<file path="config.mk">
export PLATFORM = sky130hd
export DESIGN_NAME = upc_checkout_monitor
export DESIGN_NICKNAME = d
export VERILOG_FILES = /design/src/rtl/upc_checkout_monitor.sv
export SDC_FILE = /design/constraint.sdc
export NUM_CORES = 1
export LEC_CHECK = 0
export ABC_CLOCK_PERIOD_IN_PS = 2310
export CAP_MARGIN = 10
export CORE_MARGIN = 2
export CORE_UTILIZATION = 40
export CTS_CLUSTER_SIZE = 12
export DETAILED_ROUTE_END_ITERATION = 8
export PLACE_DENSITY = 0.66
export SYNTH_ARGS = -nofsm -noshare
export SYNTH_HDL_FRONTEND = slang
export SYNTH_SLANG_ARGS = --single-unit
export TNS_END_PERCENT = 10
</file>
<file path="constraint.sdc">
create_clock -name clk -period 2.31 [get_ports clk]
set_input_delay 0.3465 -clock clk [delete_from_list [all_inputs] [get_ports clk]]
set_output_delay 0.3465 -clock clk [all_outputs]
set_load 0.02 [all_outputs]
</file>
<file path="src/rtl/upc_checkout_monitor.sv">
// -----------------------------------------------------------------------------
// upc_checkout_monitor
//
// Purpose:
//   Clocked checkout monitor. It accepts one item code per cycle on item_valid
//   and looks the code up in the parameter-defined valid, discount and
//   expensive sets. It registers the per-item discount/stolen/invalid flags,
//   keeps saturating statistics counters, and drives a latched theft alarm.
//   The alarm sets once STOLEN_LIMIT stolen items have been seen since the
//   last alarm clear.
//
// Ports:
//   clk            in   system clock, rising edge
//   reset          in   asynchronous, active-high reset
//   item_valid     in   item_code/marked sampled on this edge
//   item_code      in   [CODE_W] UPC code of the scanned item
//   marked         in   security mark present on the item
//   alarm_clr      in   clears alarm and strike count
//   cnt_clr        in   clears scan/discount/stolen counters
//   out_valid      out  result flags are meaningful this cycle
//   discount       out  item valid and discounted
//   stolen         out  item valid, expensive and unmarked
//   invalid        out  item code not in the valid set
//   alarm          out  latched theft alarm
//   scan_count     out  [CNT_W] valid items accepted (saturating)
//   discount_count out  [CNT_W] discounted items accepted (saturating)
//   stolen_count   out  [CNT_W] stolen items accepted (saturating)
// -----------------------------------------------------------------------------
module upc_checkout_monitor #(
    parameter int                      CODE_W         = 3,
    parameter int                      CNT_W          = 8,
    parameter logic [(1<<CODE_W)-1:0]  DISCOUNT_MASK  = 'hA2,
    parameter logic [(1<<CODE_W)-1:0]  EXPENSIVE_MASK = 'h49,
    parameter logic [(1<<CODE_W)-1:0]  VALID_MASK     = 'h7F,
    parameter int                      STOLEN_LIMIT   = 2
) (
    input  logic              clk,
    input  logic              reset,
    input  logic              item_valid,
    input  logic [CODE_W-1:0] item_code,
    input  logic              marked,
    input  logic              alarm_clr,
    input  logic              cnt_clr,
    output logic              out_valid,
    output logic              discount,
    output logic              stolen,
    output logic              invalid,
    output logic              alarm,
    output logic [CNT_W-1:0]  scan_count,
    output logic [CNT_W-1:0]  discount_count,
    output logic [CNT_W-1:0]  stolen_count
);

    localparam int                  STRIKE_W = $clog2(STOLEN_LIMIT + 1);
    localparam logic [STRIKE_W-1:0] LIMIT_S  = STRIKE_W'(STOLEN_LIMIT);

    // ---------------------------------------------------------------------
    // Lookup on the sampled inputs
    // ---------------------------------------------------------------------
    logic is_v;
    logic is_d;
    logic is_s;

    always_comb begin
        is_v = VALID_MASK[item_code];
        is_d = is_v & DISCOUNT_MASK[item_code];
        is_s = is_v & EXPENSIVE_MASK[item_code] & ~marked;
    end

    // ---------------------------------------------------------------------
    // Per-item result flags. They are not held: an idle edge clears them.
    // ---------------------------------------------------------------------
    logic out_valid_reg;
    logic discount_reg;
    logic stolen_reg;
    logic invalid_reg;

    always_ff @(posedge clk or posedge reset) begin
        if (reset) begin
            out_valid_reg <= 1'b0;
            discount_reg  <= 1'b0;
            stolen_reg    <= 1'b0;
            invalid_reg   <= 1'b0;
        end else begin
            out_valid_reg <= item_valid;
            discount_reg  <= item_valid & is_d;
            stolen_reg    <= item_valid & is_s;
            invalid_reg   <= item_valid & ~is_v;
        end
    end

    // ---------------------------------------------------------------------
    // Statistics counters: index 0 = scan, 1 = discount, 2 = stolen.
    // cnt_clr wins over an increment on the same edge.
    // ---------------------------------------------------------------------
    logic [2:0]       cnt_inc;
    logic [CNT_W-1:0] cnt_reg  [3];
    logic [CNT_W-1:0] cnt_next [3];

    assign cnt_inc = {is_s, is_d, is_v};

    generate
        for (genvar gi = 0; gi < 3; gi++) begin : g_cnt
            always_comb begin
                cnt_next[gi] = cnt_reg[gi];
                if (cnt_clr) begin
                    cnt_next[gi] = '0;
                end else if (item_valid && cnt_inc[gi] && !(&cnt_reg[gi])) begin
                    cnt_next[gi] = cnt_reg[gi] + CNT_W'(1);
                end
            end

            always_ff @(posedge clk or posedge reset) begin
                if (reset) begin
                    cnt_reg[gi] <= '0;
                end else begin
                    cnt_reg[gi] <= cnt_next[gi];
                end
            end
        end
    endgenerate

    // ---------------------------------------------------------------------
    // Strike counter and latched alarm. alarm_clr is applied before the
    // current item, so a stolen item on the clearing edge counts as strike 1.
    // ---------------------------------------------------------------------
    logic [STRIKE_W-1:0] strike_reg;
    logic [STRIKE_W-1:0] strike_base;
    logic [STRIKE_W-1:0] strike_next;
    logic                alarm_reg;
    logic                alarm_next;
    logic                stolen_hit;

    always_comb begin
        stolen_hit  = item_valid & is_s;
        strike_base = alarm_clr ? '0 : strike_reg;
        strike_next = strike_base;
        if (stolen_hit && strike_base != LIMIT_S) begin
            strike_next = strike_base + STRIKE_W'(1);
        end
        alarm_next = alarm_clr ? 1'b0 : alarm_reg;
        if (stolen_hit && strike_next >= LIMIT_S) begin
            alarm_next = 1'b1;
        end
    end

    always_ff @(posedge clk or posedge reset) begin
        if (reset) begin
            strike_reg <= '0;
            alarm_reg  <= 1'b0;
        end else begin
            strike_reg <= strike_next;
            alarm_reg  <= alarm_next;
        end
    end

    // ---------------------------------------------------------------------
    // Outputs (all straight from registers)
    // ---------------------------------------------------------------------
    assign out_valid      = out_valid_reg;
    assign discount       = discount_reg;
    assign stolen         = stolen_reg;
    assign invalid        = invalid_reg;
    assign alarm          = alarm_reg;
    assign scan_count     = cnt_reg[0];
    assign discount_count = cnt_reg[1];
    assign stolen_count   = cnt_reg[2];

endmodule

</file>
==> results.sh <==
export IMPL_powerDensity_nw_per_um2=507
export IMPL_grt_pass1_vias=1363
export IMPL_dr_wl_met3_um=139
export IMPL_synth_mux_area_frac=0.0643
export IMPL_synthCells=161
export IMPL_min_period_ps=2010
export IMPL_die_h_um=69.1
export IMPL_placement_io_buffers=37
export IMPL_grt_max_degree=32
export IMPL_worstPathCellList="clkdlybuf4s50_1 -> ha_1 -> and2b_1 -> a31oi_4 -> nor4b_1 -> mux2_1"
export IMPL_nNetsFinal=224
export IMPL_top_layer_used="met4"
export IMPL_synth_seq_cells=31
export IMPL_p_leak_nw=1.02
export IMPL_core_um2=4030
export IMPL_critical_path_class="in2reg"
export IMPL_synth_ff_type="dfrtp_1"
export IMPL_setup_violations_final=0
export IMPL_start_util=0.420
export IMPL_dr_first_iter_drc_count=71
export IMPL_post_dp_cell_area_um2=2160
export IMPL_synth_nets=177
export IMPL_status="finished, final reports clean"
export IMPL_grt_overflow=0
export IMPL_p_total_mw=1.15
export IMPL_holdCritPathClass="in2async"
export IMPL_crit_arrival_ps=2170
export IMPL_row_count=23
export IMPL_synth_top_family_by_area="simple AND/OR/NAND/NOR gates"
export IMPL_yosys_area_top_type_share=0.458
export IMPL_dpl_hpwl_mm=2.46
export IMPL_synthArstFlopShare=1.00
export IMPL_synth_edf_count=0
export IMPL_path_clk_slew_ps=70
export IMPL_first_pass_iters=5
export IMPL_cts_htree_levels=2
export IMPL_avgSynthCellArea_um2=10.5
export IMPL_tightest_slew_ps=585
export IMPL_syn2layout_area_growth_pct=33.2
export IMPL_drt_wl_total_mm=3.42
export IMPL_postCtsHoldBufs=0
export IMPL_reg2reg_to="discount_count[5]$_DFFE_PP0P_"
export IMPL_grt_pass1_wl_mm=6.16
export IMPL_cp_slowest_cell="clkdlybuf4s50_1"
export IMPL_nFillCells=368
export IMPL_yosysTopAreaCell="dfrtp_1"
export IMPL_cts_sinks=31
export IMPL_via_per_inst=5.40
export IMPL_slew_viol_final=0
export IMPL_ys_warn_count=0
export IMPL_worstSetupStartpointType="primary input"
export IMPL_yosys_area_share_adder=0.0517
export IMPL_ant_nets=0
export IMPL_wl_met2_mm=1.61
export IMPL_netlist_area_um2=1690
export IMPL_wl_met1_mm=1.61
export IMPL_antenna_found_initial=0
export IMPL_reg2reg_from="discount_count[0]$_DFFE_PP0P_"
export IMPL_rsz0062_at_grt="no"
export IMPL_num_io_pins=38
export IMPL_die_width_um=69.1
export IMPL_multi_input_area_um2=873
export IMPL_postCtsSetupBuffers=0
export IMPL_place_ws_ps=17.4
export IMPL_synth_compound_area_frac=0.124
export IMPL_drive_gt1_frac=0.120
export IMPL_worstPathRequired_ps=2470
export IMPL_worst_slack_ps=301
export IMPL_vias=1399
export IMPL_final_cell_area_um2=2260
export IMPL_post_route_period_util=0.870
export IMPL_max_freq_ghz=0.498
export IMPL_yosysUniqueCellTypes=47
export IMPL_root_buffer="clkbuf_8"
export IMPL_insertion_delay_ps=280
export IMPL_fin_worst_skew_ps=5.19
export IMPL_layout_common_cells="clkdlybuf4s50_1, dfrtp_1, nor2_1"
export IMPL_drc=0
export IMPL_dieArea_um2=4770
export IMPL_final_hold_viol_count=0
export IMPL_yosys_area_share_simple=0.244
export IMPL_ir_worst_vdd_mv=0.257
export IMPL_seqCellArea_um2=776
export IMPL_cts_buffer_depth=2
export IMPL_reg2reg_depth=4
export IMPL_wl_per_cell_um=13.2
export IMPL_critical_path_max_stage_delay_ps=450
export IMPL_post_cts_resized=0
export IMPL_cts_tree="done"
export IMPL_critPathCaptureType="flop"
export IMPL_path_max_fanout=10
export IMPL_ys_top_cells_by_area="dfrtp_1, ha_1, nor2_1"
export IMPL_slew_headroom=0.609
export IMPL_rrSetupSlack_ps=600
export IMPL_synth_xor_area_frac=0.0310
export IMPL_fin_hold_ws_ps=444
export IMPL_maxCapViolCount=0
export IMPL_synth_seq_area_share=0.458
export IMPL_setup_tns_ps=0
export IMPL_grt_use_total=0.157
export IMPL_layout_commonest_cell="clkdlybuf4s50_1"
export IMPL_numCtsBuffers=5
export IMPL_place_gp_congestion=0.821
export IMPL_n_antenna_cell=0
power breakdown:
group          internal [mW]  switching [mW]  total [mW]
logic                 0.0551          0.0665       0.122
clock network          0.272           0.188       0.460
registers              0.554         0.00959       0.564
area by class of cell:
cell class,instances,share of cell area
Timing Repair Buffer,44,0.187
Inverter,6,0.00998
Sequential cell,31,0.344
Tap cell,50,0.0277
Multi-Input combinational cell,120,0.387
Clock buffer,8,0.0443
cell usage after synthesis, types with 4 or more instances:
cell type	n
a21oi_1	8
and3_1	7
dfrtp_1	31
ha_1	7
inv_1	5
mux2_1	4
nand2_1	4
nand2b_1	5
nand3_1	4
nand4_1	4
nor2_1	15
nor2b_1	7
o21ai_0	4
xor2_1	5
worst max-delay path, delay by kind of cell:
kind	cells	cell delay [ps]
and+or+nand+nor	2	620
muxes	1	350
AOI/OAI and AO/OA	1	150
adders and majority gates	1	250
buffers and inverters	1	450
stage by stage:
| step | instances | utilization |
|---|---|---|
| floorplan | 161 | - |
| global route | 259 | 0.560 |
| detailed placement | 251 | 0.535 |
| CTS | 259 | 0.560 |
| finish | 259 | 0.560 |
| global placement | 251 | 0.535 |
kinds of logic after synthesis:
| kind of cell | after synthesis |
|---|---|
| multiplexers | 10 |
| AO/OA/AOI/OAI | 28 |
| AND/OR/NAND/NOR | 69 |
| buffers and inverters | 10 |
| XOR/XNOR | 6 |
| flip-flops | 31 |
| adder cells (fa/ha/maj) | 7 |
metal layers:
layer | vias to the layer above | GRT usage
met5 | - | 0
met4 | 0 | 0.0719
met3 | 8 | 0.0336
li1 | 680 | -
met2 | 32 | 0.253
met1 | 679 | 0.200
how the worst max path moves through the flow:
stage	cells past startpoint	to	from	slack, ps
2_1_floorplan	5	discount_count[5]$_DFFE_PP0P_	discount_count[0]$_DFFE_PP0P_	560
6_report	6	discount_count[4]$_DFFE_PP0P_	item_code[0]	300
3_3_place_gp	6	discount_count[4]$_DFFE_PP0P_	item_code[0]	50
3_5_place_dp	6	discount_count[4]$_DFFE_PP0P_	item_code[0]	20
5_1_grt	6	discount_count[4]$_DFFE_PP0P_	item_code[1]	200
4_1_cts	6	discount_count[4]$_DFFE_PP0P_	item_code[0]	310
Power figures use the tool's default switching activity.
